--- config.mk ---
export PLATFORM = sky130hd
export DESIGN_NAME = mem_access_unit
export DESIGN_NICKNAME = d
export VERILOG_FILES = /design/src/rtl/mem_access_unit.sv
export SDC_FILE = /design/constraint.sdc
export NUM_CORES = 1
export LEC_CHECK = 0
export BUFFER_PORTS_ARGS = -buffer_cell sky130_fd_sc_hd__buf_2
export CAP_MARGIN = 40
export CORE_MARGIN = 5
export CORE_UTILIZATION = 53
export CTS_CLUSTER_SIZE = 28
export DETAILED_ROUTE_END_ITERATION = 8
export GPL_TIMING_DRIVEN = 1
export PLACE_DENSITY_LB_ADDON = 0.25
export SETUP_SLACK_MARGIN = 0.1
export SLEW_MARGIN = 20
export SYNTH_ARGS = -nofsm -noshare
export SYNTH_HDL_FRONTEND = slang
export SYNTH_SLANG_ARGS = --single-unit
--- constraint.sdc ---
create_clock -name clk -period 3.5 [get_ports clk]
set_input_delay 0.35 -clock clk [delete_from_list [all_inputs] [get_ports clk]]
set_output_delay 0.35 -clock clk [all_outputs]
set_load 0.05 [all_outputs]
--- src/rtl/mem_access_unit.sv ---
// mem_access_unit: sequences LB/LH/LW/LBU/LHU loads and SB/SH/SW stores as
// little-endian byte transactions on a byte-wide memory with a ready handshake,
// holding the pipeline in stall until the access completes. Illegal or
// misaligned requests finish in one cycle with err set and never touch memory.
module mem_access_unit #(
  parameter int unsigned ADDR_W = 32
) (
  input  logic              clk,
  input  logic              rst_n,
  input  logic              MemRead,
  input  logic              MemWrite,
  input  logic [2:0]        funct3,
  input  logic [ADDR_W-1:0] addr,
  input  logic [31:0]       wdata,
  output logic              stall,
  output logic              done,
  output logic              err,
  output logic [31:0]       rdata,
  output logic [ADDR_W-1:0] mem_addr,
  output logic [7:0]        mem_wdata,
  output logic              mem_re,
  output logic              mem_we,
  input  logic [7:0]        mem_rdata,
  input  logic              mem_ready
);

  localparam int unsigned DATA_W = 32;
  localparam int unsigned BYTE_W = 8;
  localparam int unsigned CNT_W  = 2;

  typedef enum logic [1:0] {
    IDLE   = 2'd0,
    ACCESS = 2'd1,
    DONE   = 2'd2
  } state_t;

  state_t              state;
  logic [CNT_W-1:0]    cnt;
  logic [ADDR_W-1:0]   a_addr;
  logic [DATA_W-1:0]   a_wdata;
  logic [2:0]          a_f3;
  logic                a_load;
  logic [DATA_W-1:0]   rbuf;
  logic                done_q;
  logic                err_q;

  logic                req;
  logic                illegal;
  logic                last_byte;
  logic                in_access;
  logic [DATA_W-1:0]   merged;
  logic [BYTE_W-1:0]   wbyte;

  // Pick byte lane i out of a word.
  function automatic logic [BYTE_W-1:0] byte_of(input logic [DATA_W-1:0] w,
                                                input logic [CNT_W-1:0]  i);
    logic [BYTE_W-1:0] b;
    b = w[7:0];
    case (i)
      2'd0: b = w[7:0];
      2'd1: b = w[15:8];
      2'd2: b = w[23:16];
      2'd3: b = w[31:24];
      default: b = w[7:0];
    endcase
    return b;
  endfunction

  // Replace byte lane i of a word with b.
  function automatic logic [DATA_W-1:0] lane_insert(input logic [DATA_W-1:0] w,
                                                    input logic [CNT_W-1:0]  i,
                                                    input logic [BYTE_W-1:0] b);
    logic [DATA_W-1:0] r;
    r = w;
    case (i)
      2'd0: r[7:0]   = b;
      2'd1: r[15:8]  = b;
      2'd2: r[23:16] = b;
      2'd3: r[31:24] = b;
      default: r = w;
    endcase
    return r;
  endfunction

  // Sign- or zero-extend the assembled load data according to funct3.
  function automatic logic [DATA_W-1:0] extend(input logic [2:0]        f3,
                                               input logic [DATA_W-1:0] w);
    logic [DATA_W-1:0] r;
    r = w;
    case (f3)
      3'd0:    r = {{24{w[7]}}, w[7:0]};
      3'd1:    r = {{16{w[15]}}, w[15:0]};
      3'd4:    r = {24'd0, w[7:0]};
      3'd5:    r = {16'd0, w[15:0]};
      default: r = w;
    endcase
    return r;
  endfunction

  // Request decode: presence, legality and alignment.
  always_comb begin
    req     = MemRead | MemWrite;
    illegal = 1'b0;
    if (MemRead && MemWrite) begin
      illegal = 1'b1;
    end
    if (MemRead && (funct3 == 3'd3 || funct3 == 3'd6 || funct3 == 3'd7)) begin
      illegal = 1'b1;
    end
    if (MemWrite && (funct3 > 3'd2)) begin
      illegal = 1'b1;
    end
    if (funct3[1:0] == 2'd1 && addr[0]) begin
      illegal = 1'b1;
    end
    if (funct3[1:0] == 2'd2 && addr[1:0] != 2'd0) begin
      illegal = 1'b1;
    end
  end

  // Byte-sequencing helpers for the access in flight.
  always_comb begin
    last_byte = 1'b0;
    case (a_f3[1:0])
      2'd0:    last_byte = (cnt == 2'd0);
      2'd1:    last_byte = (cnt == 2'd1);
      default: last_byte = (cnt == 2'd3);
    endcase
    merged = lane_insert(rbuf, cnt, mem_rdata);
    wbyte  = byte_of(a_wdata, cnt);
  end

  // Access FSM with latched request, byte counter and load buffer.
  always_ff @(posedge clk) begin
    if (!rst_n) begin
      state   <= IDLE;
      cnt     <= '0;
      a_addr  <= '0;
      a_wdata <= '0;
      a_f3    <= '0;
      a_load  <= 1'b0;
      rbuf    <= '0;
      done_q  <= 1'b0;
      err_q   <= 1'b0;
    end else begin
      case (state)
        IDLE: begin
          if (req) begin
            if (illegal) begin
              state  <= DONE;
              done_q <= 1'b1;
              err_q  <= 1'b1;
              rbuf   <= '0;
            end else begin
              state   <= ACCESS;
              cnt     <= '0;
              a_addr  <= addr;
              a_wdata <= wdata;
              a_f3    <= funct3;
              a_load  <= MemRead;
              rbuf    <= '0;
              err_q   <= 1'b0;
            end
          end
        end
        ACCESS: begin
          if (mem_ready) begin
            if (a_load) begin
              rbuf <= last_byte ? extend(a_f3, merged) : merged;
            end
            if (last_byte) begin
              state  <= DONE;
              done_q <= 1'b1;
            end else begin
              cnt <= cnt + 2'd1;
            end
          end
        end
        DONE: begin
          state  <= IDLE;
          done_q <= 1'b0;
          err_q  <= 1'b0;
          cnt    <= '0;
        end
        default: begin
          state <= IDLE;
        end
      endcase
    end
  end

  // Pipeline hold and memory strobes, all forced low while reset is asserted.
  assign in_access = rst_n & (state == ACCESS);
  assign stall     = rst_n & (((state == IDLE) & req) | (state == ACCESS));
  assign mem_re    = in_access & a_load;
  assign mem_we    = in_access & ~a_load;
  assign mem_addr  = in_access ? (a_addr + ADDR_W'(cnt)) : '0;
  assign mem_wdata = (in_access & ~a_load) ? wbyte : '0;
  assign done      = rst_n & done_q;
  assign err       = rst_n & err_q;
  assign rdata     = rst_n ? rbuf : '0;

endmodule

==> results of run 1 <==
==> cell type report <==
class / instances / area (µm²) / share of cell area
tap: 136 / 170 / 0.0254
clock inverter: 4 / 56.3 / 0.00841
timing repair buffer: 165 / 861 / 0.129
sequential: 106 / 2120 / 0.317
multi-input combinational: 469 / 3250 / 0.486
inverter: 17 / 63.8 / 0.00953
clock buffer: 12 / 165 / 0.0247
antenna: 1 / 2.50 / 0.000374
==> sequential cells by signal (all words and copies together), names as in the netlist <==
signal,cells
a_f3,3
a_addr,32
rbuf,32
a_load,1
a_wdata,32
state,2
err_q,1
cnt,2
done_q,1
==> stage by stage <==
stage	cell area [µm²]	power, mW	utilization	instances
floorplan	5590	1.69	-	631
global placement	6430	1.81	0.623	891
detailed placement	6450	1.84	0.625	892
CTS	6680	2.64	0.647	908
global route	6700	2.75	0.649	910
finish	6700	2.63	0.649	910
==> synthesized netlist by cell type (all sizes together), types with 9 or more instances <==
cell type	instances	area [µm²]
dfxtp	106	2120
nor2b	80	500
mux2i	72	721
nor2	55	206
and2	35	219
a21oi	32	160
clkbuf	30	113
nand2	26	97.6
xnor2	19	166
inv	17	63.8
nand3	17	85.1
o2bb2ai	12	105
and3	11	68.8
xor2	10	87.6
buf	9	42.5
nand4	9	62.6
==> report_power, final <==
part,total (mW),switching (mW),internal (mW)
clock,0.817,0.422,0.395
combinational,0.473,0.269,0.205
sequential,1.34,0.0669,1.27
total,2.63,0.758,1.87
==> critical path: stages, from the launching register on <==
cell and delay (ns):
dfxtp_2 0.38, ha_1 0.22, fa_2 0.25, and3_2 0.26, nand2_2 0.13, or3_4 0.42
or4_1 0.47, a21oi_1 0.17, buf_4 0.22
==> layout by cell type, fill, tap and decap left out, types with 3 or more instances in the layout <==
| master | count |
|---|---|
| a222oi_1 | 8 |
| o21ai_1 | 4 |
| nor2b_1 | 80 |
| a22oi_1 | 7 |
| nor3_1 | 5 |
| o221a_2 | 7 |
| xor2_1 | 10 |
| nor4_1 | 8 |
| o2bb2ai_1 | 12 |
| a22o_1 | 4 |
| clkbuf_8 | 12 |
| nor2_1 | 55 |
| and3_1 | 10 |
| nand2b_1 | 3 |
| and2_1 | 35 |
| nand2_1 | 25 |
| xnor2_1 | 19 |
| o21ai_0 | 4 |
| a21oi_1 | 32 |
| buf_2 | 155 |
| and4_1 | 3 |
| inv_1 | 17 |
| dfxtp_1 | 105 |
| nand4_1 | 8 |
| a21o_1 | 6 |
| buf_4 | 8 |
| mux2i_1 | 72 |
| ha_1 | 7 |
| nand3_1 | 17 |
==> metal layers <==
layer | GRT usage | vias up | part of all wire
li1 | - | 2487 | -
met5 | 0 | - | 0
met4 | 0.0625 | 0 | 0.020
met2 | 0.381 | 150 | 0.48
met3 | 0.0518 | 27 | 0.062
met1 | 0.288 | 2340 | 0.43
==> kinds of logic (layout without fill, tap and decap cells) <==
| kind of cell | count (synthesis) | count (layout) | share of synthesized area |
|---|---|---|---|
| AO/OA/AOI/OAI | 102 | 102 | 0.134 |
| AND/OR/NAND/NOR | 257 | 257 | 0.251 |
| XOR/XNOR | 29 | 29 | 0.0455 |
| adder cells (fa/ha/maj) | 8 | 8 | 0.0193 |
| multiplexers | 73 | 73 | 0.131 |
| other | 0 | 1 | 0 |
| buffers and inverters | 56 | 198 | 0.0392 |
| flip-flops | 106 | 106 | 0.380 |
==> repair_timing <==
action | CTS | global route
resized for setup | 2 | 4
endpoints found under the setup margin | 1 | 1
buffers inserted | 0 | 0
hold buffers | 0 | 0
cloned | 0 | 0
==> path summary, 6_finish.rpt <==
check,from,endpoint,cells after the start,slack [ns]
setup / recovery,cnt[0],mem_addr[30],8,0.25
hold / removal,wdata[19],a_wdata[19],3,0.23
setup reg to reg,cnt[1],rbuf[22],7,0.82
hold reg to reg,rbuf[17],rbuf[17],1,0.47
==> flow_summary.yaml, run 1 <==
clocking:
  cts_sinks: 106
  h-tree-depth: 3
  clk_pin_slew_worst_paths_ns: 0.10
  cts_tree: "built"
  cts_buffers: 9
  root_buffer: "clkbuf_8"
  insertion_delay_ns: 0.37
  cts_buffer_depth: 2
synth:
  synthesis.area_per_instance_um2: 8.85
  syn_area_um2: 5590
  post_synth_num_cell_types: 49
  ys_seq_area_frac: 0.380
  synth_edf_count: 0
  synth-seq-cells: 106
  synthesis.nets: 719
  syn_inst: 631
  ys.flop_type: "dfxtp_1"
  yosysWarnings: 0
  synthArstFlopShare: 0
sta:
  rsz0062_at_grt: "no"
  min_period_over_period: 0.928
  tns_ns: 0
  slew_viol_final: 0
  hold_violations: 0
  setup_viol: 0
  clock.fmax_mhz: 308
  max_slew_margin: 0.470
  min_period_ns: 3.25
  hold-worst-slack_ns: 0.226
  worstMarginPinSlew_ns: 0.793
  worst_slack_ns: 0.252
  skew_ns: 0.0104
global_route:
  grt_pass1_vias: 4822
  grt_antenna_before_repair: 1
  overflow: 0
  grt_max_degree: 56
  grt_usage: 0.225
  grt_pass1_wl_mm: 23.6
cells_and_area:
  drive_gt1_frac: 0.255
  syn_to_final_growth_pct: 19.9
  final_nets: 856
  nFillCells: 892
floorplanning:
  die_h_um: 113
  io_pins: 157
  coreArea_um2: 10300
  start_util: 0.541
  die_area_um2: 12700
  rows: 37
  fp.dieW_um: 113
worst_setup_path:
  endpoint_kind: "primary output"
  cp.required_ns: 3.15
  path_max_fanout: 6
  start_kind: "flop"
  path_class: "flop to primary output"
  cp.arrival_ns: 2.90
drt:
  wire_per_inst_um: 15.9
  ant_nets: 0
  first_pass_iters: 6
  wirelength_mm: 14.4
  drt_iter0_markers: 315
  drc_errors: 0
  via_per_inst: 5.50
  routed-via-count: 5004
placement:
  place_ws_ns: 0.451
  gp_congestion: 0.875
  dpl.hpwl_mm: 11.0
  io_buffer_count: 156
power_and_ir_drop:
  powerDensity_nw_per_um2: 393
  max-vdd-ir-drop_uv: 271
  p_leak_nw: 3.18
job:
  maxCapViolCount: 0
outcome:
  outcome: "finished, final reports clean"
min_path:
  hp-class: "input pin to flop"
No activity file was read; power rests on OpenSTA's default activity.
==> run 2: changes to the inputs <==
- CELL_PAD_IN_SITES_DETAIL_PLACEMENT: default -> 0
- CELL_PAD_IN_SITES_GLOBAL_PLACEMENT: default -> 1
- CORE_UTILIZATION: 53 -> 39
==> flow_summary.yaml, run 2 (synthesis results as in run 1) <==
power_and_ir_drop:
  p_switching_mw: 0.769
  switching_share: 0.272
  pwr-share-seq: 0.473
  powerDensity_nw_per_um2: 416
  max-vdd-ir-drop_uv: 359
  p_leak_nw: 3.20
  combPwrFrac: 0.167
  p_clk_frac: 0.360
  power_mw: 2.83
  p_int_mw: 2.06
clocking:
  clk_pin_slew_worst_paths_ns: 0.07
  cts_buffer_depth: 2
  insertion_delay_ns: 0.35
  cts_tree: "built"
  post-cts-setup-buffer-count: 0
  h-tree-depth: 3
  holdBufCountCts: 0
  root_buffer: "clkbuf_16"
  cts_sinks: 106
  cts_buffers: 9
sta:
  hold_violations: 0
  setup_viol: 0
  min_period_ns: 3.24
  max_slew_margin: 0.426
  tns_ns: 0
  min_period_over_period: 0.925
  slew_viol_final: 0
  worstMarginPinSlew_ns: 0.860
  rsz0062_at_grt: "no"
  skew_ns: 0.00755
  clock.fmax_mhz: 309
outcome:
  outcome: "finished, final reports clean"
global_route:
  grt_pass1_wl_mm: 24.1
  grt_antenna_before_repair: 1
  grt_max_degree: 73
  overflow: 0
  grt_usage: 0.179
  grt_pass1_vias: 4878
cells_and_area:
  layout_commonest_cell: "buf_2"
  final_nets: 854
  drive_gt1_frac: 0.248
  mostFrequentLayoutCells: "buf_2 (155), dfxtp_1 (106), nor2b_1 (80)"
  syn_to_final_growth_pct: 21.9
  reg_top3: "a_addr (32), a_wdata (32), rbuf (32)"
drt:
  wire_per_inst_um: 16.1
  routed-via-count: 4919
  ant_nets: 0
  first_pass_iters: 6
  wirelength_mm: 15.3
  via_per_inst: 5.18
  drt_iter0_markers: 229
  drc_errors: 0
worst_setup_path:
  endpoint_kind: "primary output"
  path_max_fanout: 6
  start_kind: "flop"
  path_class: "flop to primary output"
  cp.required_ns: 3.15
  cp.arrival_ns: 2.89
  rr_worst_depth: 7
placement:
  dpl.hpwl_mm: 11.6
  gp_congestion: 0.832
  io_buffer_count: 156
floorplanning:
  rows: 43
  die_h_um: 130
  fp.dieW_um: 130
  start_util: 0.399
  io_pins: 157
  die_area_um2: 16800
  coreArea_um2: 14000
min_path:
  min_delay_path_depth: 3
  hp-class: "input pin to flop"
job:
  maxCapViolCount: 0
## run 2: cell count changes in the layout (fill, tap and decap cells not counted), sizes merged
cell      previous run  this run
buf                164       163
clkbuf              13        12
clkinvlp             0         1
clkinv               2         0
inv                 18        17
## run 2: what timing repair did
action | CTS | global route
resized for setup | 1 | 4
endpoints found under the setup margin | 1 | 1
gates cloned | 0 | 0
## run 2: routing by layer
| layer | global-route usage | share of wire |
|---|---|---|
| met1 | 0.224 | 0.44 |
| met2 | 0.309 | 0.49 |
| met3 | 0.0495 | 0.054 |
| met4 | 0.0397 | 0.012 |
| met5 | 0 | 0 |
## run 2: area by class of cell
class / instances / area (µm²)
fillers: 1385 / 7180
multi-input cells: 469 / 3250
flip-flops and latches: 106 / 2120
repair buffers: 163 / 848
clock buffers: 12 / 256
well taps: 180 / 225
inverters: 17 / 63.8
clock inverters: 2 / 37.5
diodes: 1 / 2.50
## run 2: worst paths after layout
kind	start	end	slack (ns)
max reg2reg	cnt[1]	rbuf[22]	0.73
max	cnt[0]	mem_addr[30]	0.26
min reg2reg	rbuf[21]	rbuf[21]	0.46
min	addr[17]	a_addr[17]	0.25
## run 2: power by group through the flow
stage                     logic (mW)  clock network [mW]  registers [mW]
final                          0.472                1.02            1.34
after global placement         0.467                   0            1.36
after global routing           0.523                1.10            1.35
after CTS                      0.477                1.05            1.34
after detailed placement       0.476                   0            1.37
after floorplan                0.353                   0            1.34
## run 2: metrics by stage
stage	cells	utilization	worst slack (ns)	area [µm²]	hold WS (ns)
finish	950	0.487	0.263	6810	0.251
global route	950	0.487	0.0990	6810	0.245
CTS	949	0.486	0.104	6800	0.240
detailed placement	935	0.465	0.458	6500	0.440
global placement	935	0.465	0.492	6500	0.443
floorplan	631	-	0.205	5590	0.424
## run 2: critical path, stage by stage, from the launching register on
cell     delay (ns)
dfxtp_1        0.40
ha_1           0.23
fa_2           0.24
and3_2         0.26
nand2_2        0.13
or3_4          0.42
or4_1          0.47
a21oi_1        0.16
buf_4          0.22
==> run 3: changes to the inputs <==
- ABC_AREA: default -> 1
- CORE_UTILIZATION: 39 -> 36
- GPL_ROUTABILITY_DRIVEN: default -> 0
==> flow_summary.yaml, run 3 <==
floorplanning:
  start_util: 0.362
  fp.dieW_um: 141
  die_area_um2: 19900
  coreArea_um2: 17100
  rows: 48
  io_pins: 157
  die_h_um: 141
drt:
  wire_per_inst_um: 13.9
  drt_iter0_markers: 393
  drc_errors: 0
  ant_nets: 0
  routed-via-count: 6615
  first_pass_iters: 5
  wirelength_mm: 19.9
  via_per_inst: 4.61
sta:
  tns_ns: 0
  setup_viol: 0
  hold-worst-slack_ns: 0.205
  rsz0062_at_grt: "no"
  min_period_over_period: 0.828
  slew_viol_final: 0
  worstMarginPinSlew_ns: 0.708
  clock.fmax_mhz: 345
  max_slew_margin: 0.528
  hold_violations: 0
  skew_ns: 0.00707
  worst_slack_ns: 0.601
  min_period_ns: 2.90
worst_setup_path:
  path_buf_inv: 2
  rr_worst_depth: 9
  path_max_fanout: 7
  endpoint_kind: "primary output"
  cp_cell_sequence: "ha_1 > fa_1 > nand3_1 > inv_1 > nand2_1 > nor2_1 > xor2_1 > nor2_1 > buf_2"
  reg2reg_to: "rbuf[21]"
  path_delay_family: "adder cells"
  crit_slowest_cell: "fa_1"
  path_class: "flop to primary output"
  critical_path_depth: 9
  start_kind: "flop"
  r2r-start: "cnt[1]"
  cp.required_ns: 3.15
  slowest_delay_ns: 0.41
  rrSetupSlack_ns: 1.35
  cp_common_cell: "nor2_1"
  cp.arrival_ns: 2.55
synth:
  post_synth_num_cell_types: 32
  synth_top_area_frac: 0.342
  syn_area_um2: 6200
  ys_seq_area_frac: 0.342
  synthTopCellsByCount: "nand2_1 (351), nor2_1 (236), inv_1 (142)"
  synth_area_leader_cell: "dfxtp_1"
  synthArstFlopShare: 0
  syn_inst: 1068
  ys.flop_type: "dfxtp_1"
  synth.area.top_cells: "dfxtp_1 (34%), nand2_1 (21%), nor2_1 (14%)"
  synth-seq-cells: 106
  yosysWarnings: 0
  synthesis.nets: 1156
  yosysMostFrequentCell: "nand2_1"
  synth_edf_count: 0
  synthesis.area_per_instance_um2: 5.80
clocking:
  cts_tree: "built"
  post-cts-setup-buffer-count: 0
  cts_buffer_depth: 2
  h-tree-depth: 3
  insertion_delay_ns: 0.36
  cts_buffers: 9
  clk_pin_slew_worst_paths_ns: 0.08
  post_cts_resized: 0
  holdBufCountCts: 0
  cts_sinks: 106
  root_buffer: "clkbuf_16"
power_and_ir_drop:
  powerDensity_nw_per_um2: 446
  max-vdd-ir-drop_uv: 280
  p_leak_nw: 4.08
  p_switching_mw: 1.22
  switching_share: 0.369
  p_clk_frac: 0.313
  power_mw: 3.32
  combPwrFrac: 0.263
  p_int_mw: 2.09
  pwr-share-seq: 0.424
cells_and_area:
  drive_gt1_frac: 0.165
  mostFrequentLayoutCells: "nand2_1 (351), nor2_1 (236), buf_2 (155)"
  nFillCells: 1962
  regArea_um2: 2120
  fin_util: 0.435
  multiInputGateArea_um2: 3310
  layout_commonest_cell: "nand2_1"
  fin_area_um2: 7440
  reg_top3: "a_addr (32), a_wdata (32), rbuf (32)"
  syn_to_final_growth_pct: 20.0
  final_cells: 1434
  final_nets: 1290
min_path:
  hp-class: "input pin to flop"
  min_delay_path_depth: 3
  hold_start: "wdata[13]"
  hold_end: "a_wdata[13]"
placement:
  place_ws_ns: 0.989
  dpl.hpwl_mm: 14.9
  placed_cells: 1416
  io_buffer_count: 156
  placed_area_um2: 7140
global_route:
  grt_pass1_vias: 6191
  grt_max_degree: 110
  grt_pass1_wl_mm: 31.3
  overflow: 0
  grt_antenna_before_repair: 2
  grt_usage: 0.195
outcome:
  outcome: "finished, final reports clean"
job:
  maxCapViolCount: 0
run 3: tightest hold or removal path: stages:
cell	delay, ns
buf_2	0.07
nor2_1	0.03
nor2_1	0.08
run 3: per-layer routing:
metal / part of all wire / GRT usage
met1: 0.45 / 0.242
met5: 0.00065 / 0
met3: 0.053 / 0.0380
met2: 0.48 / 0.341
met4: 0.019 / 0.0607
run 3: layout make-up:
class / count / area share
inverter: 150 / 0.0757
multi-input combinational: 770 / 0.445
sequential: 106 / 0.285
tap: 225 / 0.0378
timing repair buffer: 165 / 0.116
clock inverter: 7 / 0.00975
antenna: 2 / 0.000673
clock buffer: 9 / 0.0303
run 3: worst max-delay path by stage:
| stage | start | end | slack, ns |
|---|---|---|---|
| floorplan | cnt[1] | mem_addr[13] | 0.84 |
| global placement | cnt[1] | mem_addr[31] | 1.01 |
| detailed placement | cnt[1] | mem_addr[31] | 0.99 |
| CTS | cnt[1] | mem_addr[31] | 0.58 |
| global route | cnt[1] | mem_addr[31] | 0.39 |
| finish | cnt[0] | mem_addr[16] | 0.60 |
run 3: cells by family after synthesis:
group,Yosys count,synth area share
AO/OA/AOI/OAI,113,0.102
AND/OR/NAND/NOR,644,0.407
adder cells (fa/ha/maj),8,0.0174
flip-flops,106,0.342
buffers and inverters,192,0.124
XOR/XNOR,5,0.00706
run 3: power by group through the flow:
stage	registers, mW	logic [mW]	clock network, mW
6_report	1.41	0.874	1.04
5_1_grt	1.42	0.998	1.11
4_1_cts	1.41	0.881	1.07
3_5_place_dp	1.43	0.874	0
3_3_place_gp	1.43	0.879	0
2_1_floorplan	1.40	0.664	0
